File: src/rtl/enigma_byte_packer.sv
// Packs 6-bit enigma cipher symbols four at a time into 24-bit words.
// Words pass through a small FIFO and leave as bytes on a valid/ready port.
module enigma_byte_packer #(
    parameter int DEPTH = 4,
    parameter int AW    = 2
) (
    input  logic          clk,
    input  logic          srst,
    input  logic          code_valid,
    input  logic [5:0]    code_in,
    input  logic          flush,
    output logic [7:0]    out_data,
    output logic          out_valid,
    input  logic          out_ready,
    output logic          out_last,
    output logic [AW:0]   fifo_count,
    output logic          overflow
);

    typedef struct packed {
        logic [23:0] word;
        logic [1:0]  nbytes;
        logic        last;
    } entry_t;

    typedef enum logic [1:0] {IDLE, B0, B1, B2} state_t;

    // ---------------- packing ----------------
    logic [1:0]  gcnt;
    logic [23:0] acc;
    logic [23:0] acc_next;
    logic [2:0]  pend;
    logic        full_push;
    logic        push;
    entry_t      push_entry;

    always_comb begin
        acc_next = acc;
        if (code_valid) begin
            case (gcnt)
                2'd0:    acc_next[23:18] = code_in;
                2'd1:    acc_next[17:12] = code_in;
                2'd2:    acc_next[11:6]  = code_in;
                default: acc_next[5:0]   = code_in;
            endcase
        end
    end

    // pend counts the symbol captured on this same edge
    assign pend      = {1'b0, gcnt} + {2'b00, code_valid};
    assign full_push = code_valid && (gcnt == 2'd3);
    assign push      = full_push || (flush && (pend != 3'd0));

    assign push_entry.word   = acc_next;
    assign push_entry.nbytes = full_push ? 2'd3 : pend[1:0];
    assign push_entry.last   = !full_push;

    always_ff @(posedge clk) begin
        if (srst) begin
            gcnt <= 2'd0;
            acc  <= 24'd0;
        end else if (push) begin
            gcnt <= 2'd0;
            acc  <= 24'd0;
        end else if (code_valid) begin
            gcnt <= gcnt + 2'd1;
            acc  <= acc_next;
        end
    end

    // ---------------- word FIFO ----------------
    entry_t      mem [DEPTH];
    logic [AW:0] wptr;
    logic [AW:0] rptr;
    logic        fifo_full;
    logic        fifo_empty;
    logic        pop;
    logic        wr_en;
    entry_t      head;

    assign fifo_count = wptr - rptr;
    assign fifo_full  = (fifo_count == (AW+1)'(DEPTH));
    assign fifo_empty = (fifo_count == '0);
    assign wr_en      = push && (!fifo_full || pop);
    assign head       = mem[rptr[AW-1:0]];

    always_ff @(posedge clk) begin
        if (wr_en)
            mem[wptr[AW-1:0]] <= push_entry;
    end

    always_ff @(posedge clk) begin
        if (srst) begin
            wptr     <= '0;
            rptr     <= '0;
            overflow <= 1'b0;
        end else begin
            if (wr_en)
                wptr <= wptr + (AW+1)'(1);
            if (pop)
                rptr <= rptr + (AW+1)'(1);
            if (push && !wr_en)
                overflow <= 1'b1;
        end
    end

    // ---------------- serializer ----------------
    state_t state;
    entry_t hold;
    logic   final_byte;
    logic   fire;

    always_comb begin
        case (state)
            B0:      final_byte = (hold.nbytes == 2'd1);
            B1:      final_byte = (hold.nbytes == 2'd2);
            B2:      final_byte = 1'b1;
            default: final_byte = 1'b0;
        endcase
    end

    assign fire = out_valid && out_ready;
    // reload on the final-byte handshake so words run back to back
    assign pop  = !fifo_empty && ((state == IDLE) || (fire && final_byte));

    always_ff @(posedge clk) begin
        if (srst) begin
            state     <= IDLE;
            hold      <= '0;
            out_valid <= 1'b0;
            out_data  <= 8'd0;
            out_last  <= 1'b0;
        end else if (pop) begin
            state     <= B0;
            hold      <= head;
            out_valid <= 1'b1;
            out_data  <= head.word[23:16];
            out_last  <= head.last && (head.nbytes == 2'd1);
        end else if (fire) begin
            if (final_byte) begin
                state     <= IDLE;
                out_valid <= 1'b0;
                out_last  <= 1'b0;
            end else if (state == B0) begin
                state    <= B1;
                out_data <= hold.word[15:8];
                out_last <= hold.last && (hold.nbytes == 2'd2);
            end else begin
                state    <= B2;
                out_data <= hold.word[7:0];
                out_last <= hold.last;
            end
        end
    end

endmodule
File: config.mk
export PLATFORM = sky130hd
export DESIGN_NAME = enigma_byte_packer
export DESIGN_NICKNAME = d
export VERILOG_FILES = /design/src/rtl/enigma_byte_packer.sv
export SDC_FILE = /design/constraint.sdc
export NUM_CORES = 1
export LEC_CHECK = 0
export CAP_MARGIN = 10
export CORE_MARGIN = 5
export CORE_UTILIZATION = 43
export CTS_CLUSTER_SIZE = 10
export DETAILED_ROUTE_END_ITERATION = 12
export HOLD_SLACK_MARGIN = 0.1
export SLEW_MARGIN = 5
export SYNTH_ARGS = -nofsm -noshare
export SYNTH_HDL_FRONTEND = slang
export SYNTH_SLANG_ARGS = --single-unit
File: constraint.sdc
create_clock -name clk -period 8.83 [get_ports clk]
set_clock_uncertainty 0.05 [all_clocks]
set_input_delay 0.883 -clock clk [delete_from_list [all_inputs] [get_ports clk]]
set_output_delay 0.883 -clock clk [all_outputs]
set_load 0.05 [all_outputs]
# --- Word-level counts from Yosys, hierarchy flattened ---
# Memories as Yosys holds them, arrays and structs flattened. A register that Yosys moved wholly into a read port is not among the register bits.
# Cells that the tools add are included.
totals:
  n_memories: 1
  mem_bits_rw: 108
  wordCells: 83
  register_bits: 64
  out_inout_bits: 14
  inputBits: 11
classes:
  add_sub_neg: 5
  n_reduce_logical: 27
  mux: 26
  n_eq_ne: 11
mem_list:
  columns: ["name", "words", "word_bits", "read_ports", "rd_ports_with_merged_regs", "write_ports", "line_no", "rtl"]
  rows:
  - ["mem", 4, 27, 1, 1, 1, "72", "entry_t mem [DEPTH];"]
op_table:
  columns: ["operator", "n"]
  rows:
  - ["$mux 8", 4]
  - ["$mux 24", 1]
  - ["$mux 6", 4]
  - ["$mux 1", 12]
  - ["$eq 2x2->1 const B", 5]
  - ["$logic_and 1x1->1", 9]
  - ["$eq 2x1->1 const B", 4]
  - ["$mux 2", 4]
  - ["$add 3x1->3 const B", 2]
  - ["$logic_not 1->1", 4]
  - ["$logic_not 2->1", 2]
  - ["$reduce_and 2->1", 2]
  - ["$reduce_bool 2->1", 2]
  - ["$reduce_or 2->1", 2]
  - ["$add 2x1->3", 1]
  - ["$eq 3x3->1 const B", 1]
  - ["$logic_not 3->1", 1]
  - ["$logic_or 1x1->1", 3]
  - ["$pmux 1 s3", 1]
  - ["$reduce_bool 3->1", 1]
  - ["$reduce_or 3->1", 1]
  - ["$sub 3x3->3", 1]
  - ["$add 2x1->2 const B", 1]
  - ["$ne 2x2->1 const B", 1]

# --- Longest topological paths before layout ---
logic_depth:
  word_depth: 9
  depth_mapped: 9
  depth_no_buf: 8

# --- Least setup slack after synthesis ---
# Ideal clock, no wire load.
synth_timing:
  path_kind: "register to register"
  start: "register wptr[0]"
  end: "memory mem[3][0] in the netlist's numbering (enable)"
  required_time_ps: 8369
  synth_period_minus_slack_ps: 3296
  setup_slack_ps: 5534
  n_path_buf: 0
  setup_time_ps: 411
  t_arrival_ps: 2836
  path_stages_with_launch: 8
  cell_sequence: "dfxtp_1 -> inv_1 -> ha_1 -> fa_1 -> xor3_2 -> nand3_1 -> a21oi_1 -> nor2_1"
synth_via:
  elab_chain_cells: 8
  word_cells_on_any_way: 10
  cone_classes: "add/sub (1); eq/ne (1); mux (2); reduce/logical (6)"
synth_rtl:
  columns: ["item", "line_no", "rtl"]
  rows:
  - ["from (decl)", "73", "logic [AW:0] wptr;"]
  - ["from (signal assigned)", "99", "wptr <= wptr + (AW+1)'(1);"]
  - ["$sub 3x3->3 (*)", "81", "assign fifo_count = wptr - rptr;"]
  - ["net fifo_count[2]", "16", "output logic [AW:0] fifo_count,"]
  - ["$logic_not 3->1", "83", "assign fifo_empty = (fifo_count == '0);"]
  - ["$logic_not 1->1", "124", "assign pop = !fifo_empty && ((state == IDLE) || (fire && final_byte));"]
  - ["$logic_and 1x1->1", "124", null]
  - ["$logic_or 1x1->1 (*)", "84", "assign wr_en = push && (!fifo_full || pop);"]
  - ["$logic_and 1x1->1 (*)", "84", null]
  - ["$mux 1 (*)", "88", "if (wr_en)"]
  - ["$mux 1 (not written as such) (*)", "89", "mem[wptr[AW-1:0]] <= push_entry;"]
  - ["to (decl)", "72", null]
# The timed path passes the listed nets; every way through them passes the cells marked *.

# --- Final worst setup path ---
layout_timing:
  start: "register wptr[0]"
  end: "output fifo_count[2]"
layout_via:
  elab_chain_cells: 1
layout_rtl:
  columns: ["item", "line_no"]
  rows:
  - ["$sub 3x3->3", "81"]
  - ["to (decl)", "16"]
# Every way passes these cells.

==> results.toml <==
[final_layout]
area_growth_pct = 15.0
fill_cells = 1336
fin_cells = 690
drive_gt1_share_pct = 21.7
multi_input_area_um2 = 2180
final_nets = 486
antenna_cells = 0
register_area_um2 = 4570

[placed_design]
dp_cells = 658
place_ws_ns = 5.29
portBuffers = 24
gp_congestion = 0.739
place_hpwl_um = 8080

[yosys]
synthArstFlopShare_pct = 0
seq_area_frac_synth_pct = 66.1
synth_top_area_cell = "edfxtp_1"
syn-instance-count = 433
synthTopCellsByArea = "edfxtp_1 47%, dfxtp_1 19%, mux4_2 8.8%"
yosysUniqueCellTypes = 35
yosysMostFrequentCell = "edfxtp_1"
synth_area_um2 = 6900
synth_fp_nets = 458
syn_avg_cell_area_um2 = 15.9
synth_edf_count = 108
ys_ff_latch = 174
synth_top_area_share_pct = 47.0
synth-main-ff-cell = "edfxtp_1"
synthTopCellsByCount = "108 x edfxtp_1, 66 x dfxtp_1, 32 x mux2_2"
ys_warn_count = 0

[run]
maxCapViolations = 0

[route]
wl_met1_um = 6360
drc = 0
routed-wl-met3_um = 390
antenna_left = 0
dr_wl_met2_um = 5460
drt-total-wl_um = 12400
drt_first_pass_iters = 4
wire_per_inst_um = 17.9
top_layer = "met4"
vias = 3501
drt_iter0_markers = 208
vias_per_cell = 5.07

[sta]
hold_viol = 0
finalSetupViolations = 0
fmax_ghz = 0.283
fin_setup_tns_ns = 0
final_max_slew_viol_count = 0
period_needed_ns = 3.54
final.setup.worst_slack_ns = 5.29
worstMarginPinSlew_ns = 0.988
relSlewSlack_pct = 34.1
fin_crit_sh_pct = 40.1
rsz0062_at_grt = "no"

[worst_setup_path]
endpoint_kind = "output pin"
cp_num_buf_inv = 2
path_max_fanout = 5
slowest_delay_ns = 0.82
cp.required_ns = 7.90
arrival_ns = 2.61
path_cells = "inv_1, ha_1, fa_1, xor3_2, clkdlybuf4s50_1"
crit_slowest_cell = "clkdlybuf4s50_1"
start_kind = "flip-flop"
path_delay_family = "buffers and inverters"
critical_path_class = "reg2out"

[min_path]
worstHoldPathType = "reg2reg"

[global_routing]
antenna_found_initial = 0
grt_max_degree = 42
grt_overflow_total = 0
grtUsageTotal_pct = 14.3
grt_pass1_vias = 3502
grt_pass1_wl_um = 19700

[die]
rows = 46
dieArea_um2 = 18700
io_pins = 25
die_w_um = 137
start_util_pct = 43.6
dieHeight_um = 137
core_um2 = 15800

[power]
p_leak_nw = 2.95
power.density_nw_per_um2 = 316
ir_drop_mv = 0.149

[clocking]
path_clk_slew_ns = 0.06
cts-htree-levels = 4
numCtsBuffers = 17
cts-root-buf = "clkbuf_16"
cts.path.max_buffers = 2
cts-resized-gates = 0
postCtsSetupBuffers = 0
cts_tree = "yes"
cts.sinks = 174
clock_latency_ns = 0.42
cts_hold_buf = 0

[outcome]
status = "complete, no violations"
-- area by class of cell --
class                   count  area share, %
clock inverters            10           1.25
inverters                  10          0.473
flip-flops and latches    174           57.5
well taps                 216           3.41
clock buffers              22           6.24
repair buffers             30           3.60
multi-input cells         228           27.5
-- cell usage in the layout (no fill, tap or decap), types with 13 or more instances in the layout --
| master | instances |
|---|---|
| ha_1 | 13 |
| dfxtp_1 | 65 |
| nor2b_1 | 25 |
| mux2i_1 | 29 |
| clkdlybuf4s50_1 | 24 |
| mux2_2 | 32 |
| nand2b_1 | 13 |
| mux4_2 | 27 |
| edfxtp_1 | 108 |
| nor2_1 | 27 |
| clkbuf_16 | 18 |
| nand2_1 | 13 |
-- stage by stage --
step / util (%) / total power [W] / area [um^2] / hold slack, ns
2_1_floorplan: - / 0.00164 / 6900 / 0.408
3_3_place_gp: 46.4 / 0.00178 / 7340 / 0.419
3_5_place_dp: 46.4 / 0.00180 / 7340 / 0.422
4_1_cts: 50.1 / 0.00254 / 7940 / 0.440
5_1_grt: 50.1 / 0.00263 / 7940 / 0.472
6_report: 50.1 / 0.00251 / 7940 / 0.437
-- worst register-to-register path, stage by stage, from the launching register on --
cell     delay [ns]
dfxtp_1        0.39
inv_1          0.12
ha_1           0.22
fa_1           0.37
xor3_2         0.27
nand3_1        0.09
a21oi_1        0.59
nor2_1         0.12
and2_1         0.19
buf_4          0.26
-- final timing paths --
kind	startpoint	to	slack (ns)	cells past startpoint
min	overflow	overflow	0.44	2
min reg2reg	overflow	overflow	0.44	2
max	wptr[0]	fifo_count[2]	5.29	5
max reg2reg	wptr[0]	mem[0][3]	5.86	9
-- power by group --
| part | switching, W | internal [W] | total (W) | leakage [nW] |
|---|---|---|---|---|
| combinational | 0.000403 | 0.000319 | 0.000721 | 1.06 |
| clock | 0.000304 | 0.000431 | 0.000735 | 0.294 |
| sequential | 0.0000724 | 0.000978 | 0.00105 | 1.60 |
-- kinds of logic after synthesis --
family / count (synthesis) / synth area share (%)
AOI/OAI and AO/OA: 30 / 2.83
xor gates and xnor gates: 3 / 0.616
adders and majority gates: 14 / 2.65
buffers and inverters: 31 / 2.47
DFF: 174 / 66.1
muxes: 88 / 18.2
and+or+nand+nor: 93 / 7.05
-- routing by layer --
metal	GRT usage (%)	vias up
met5	0	-
met4	5.21	0
met3	3.49	14
met2	20.5	51
met1	21.1	1773
li1	-	1663
-- registers in the layout, indices dropped and copies added (netlist names), named ones only --
register / count
acc: 24
gcnt: 2
hold: 19
mem: 108
out_data: 8
out_last: 1
out_valid: 1
overflow: 1
rptr: 3
state: 2
wptr: 3
Note: power is estimated with default switching activity, not from simulation.
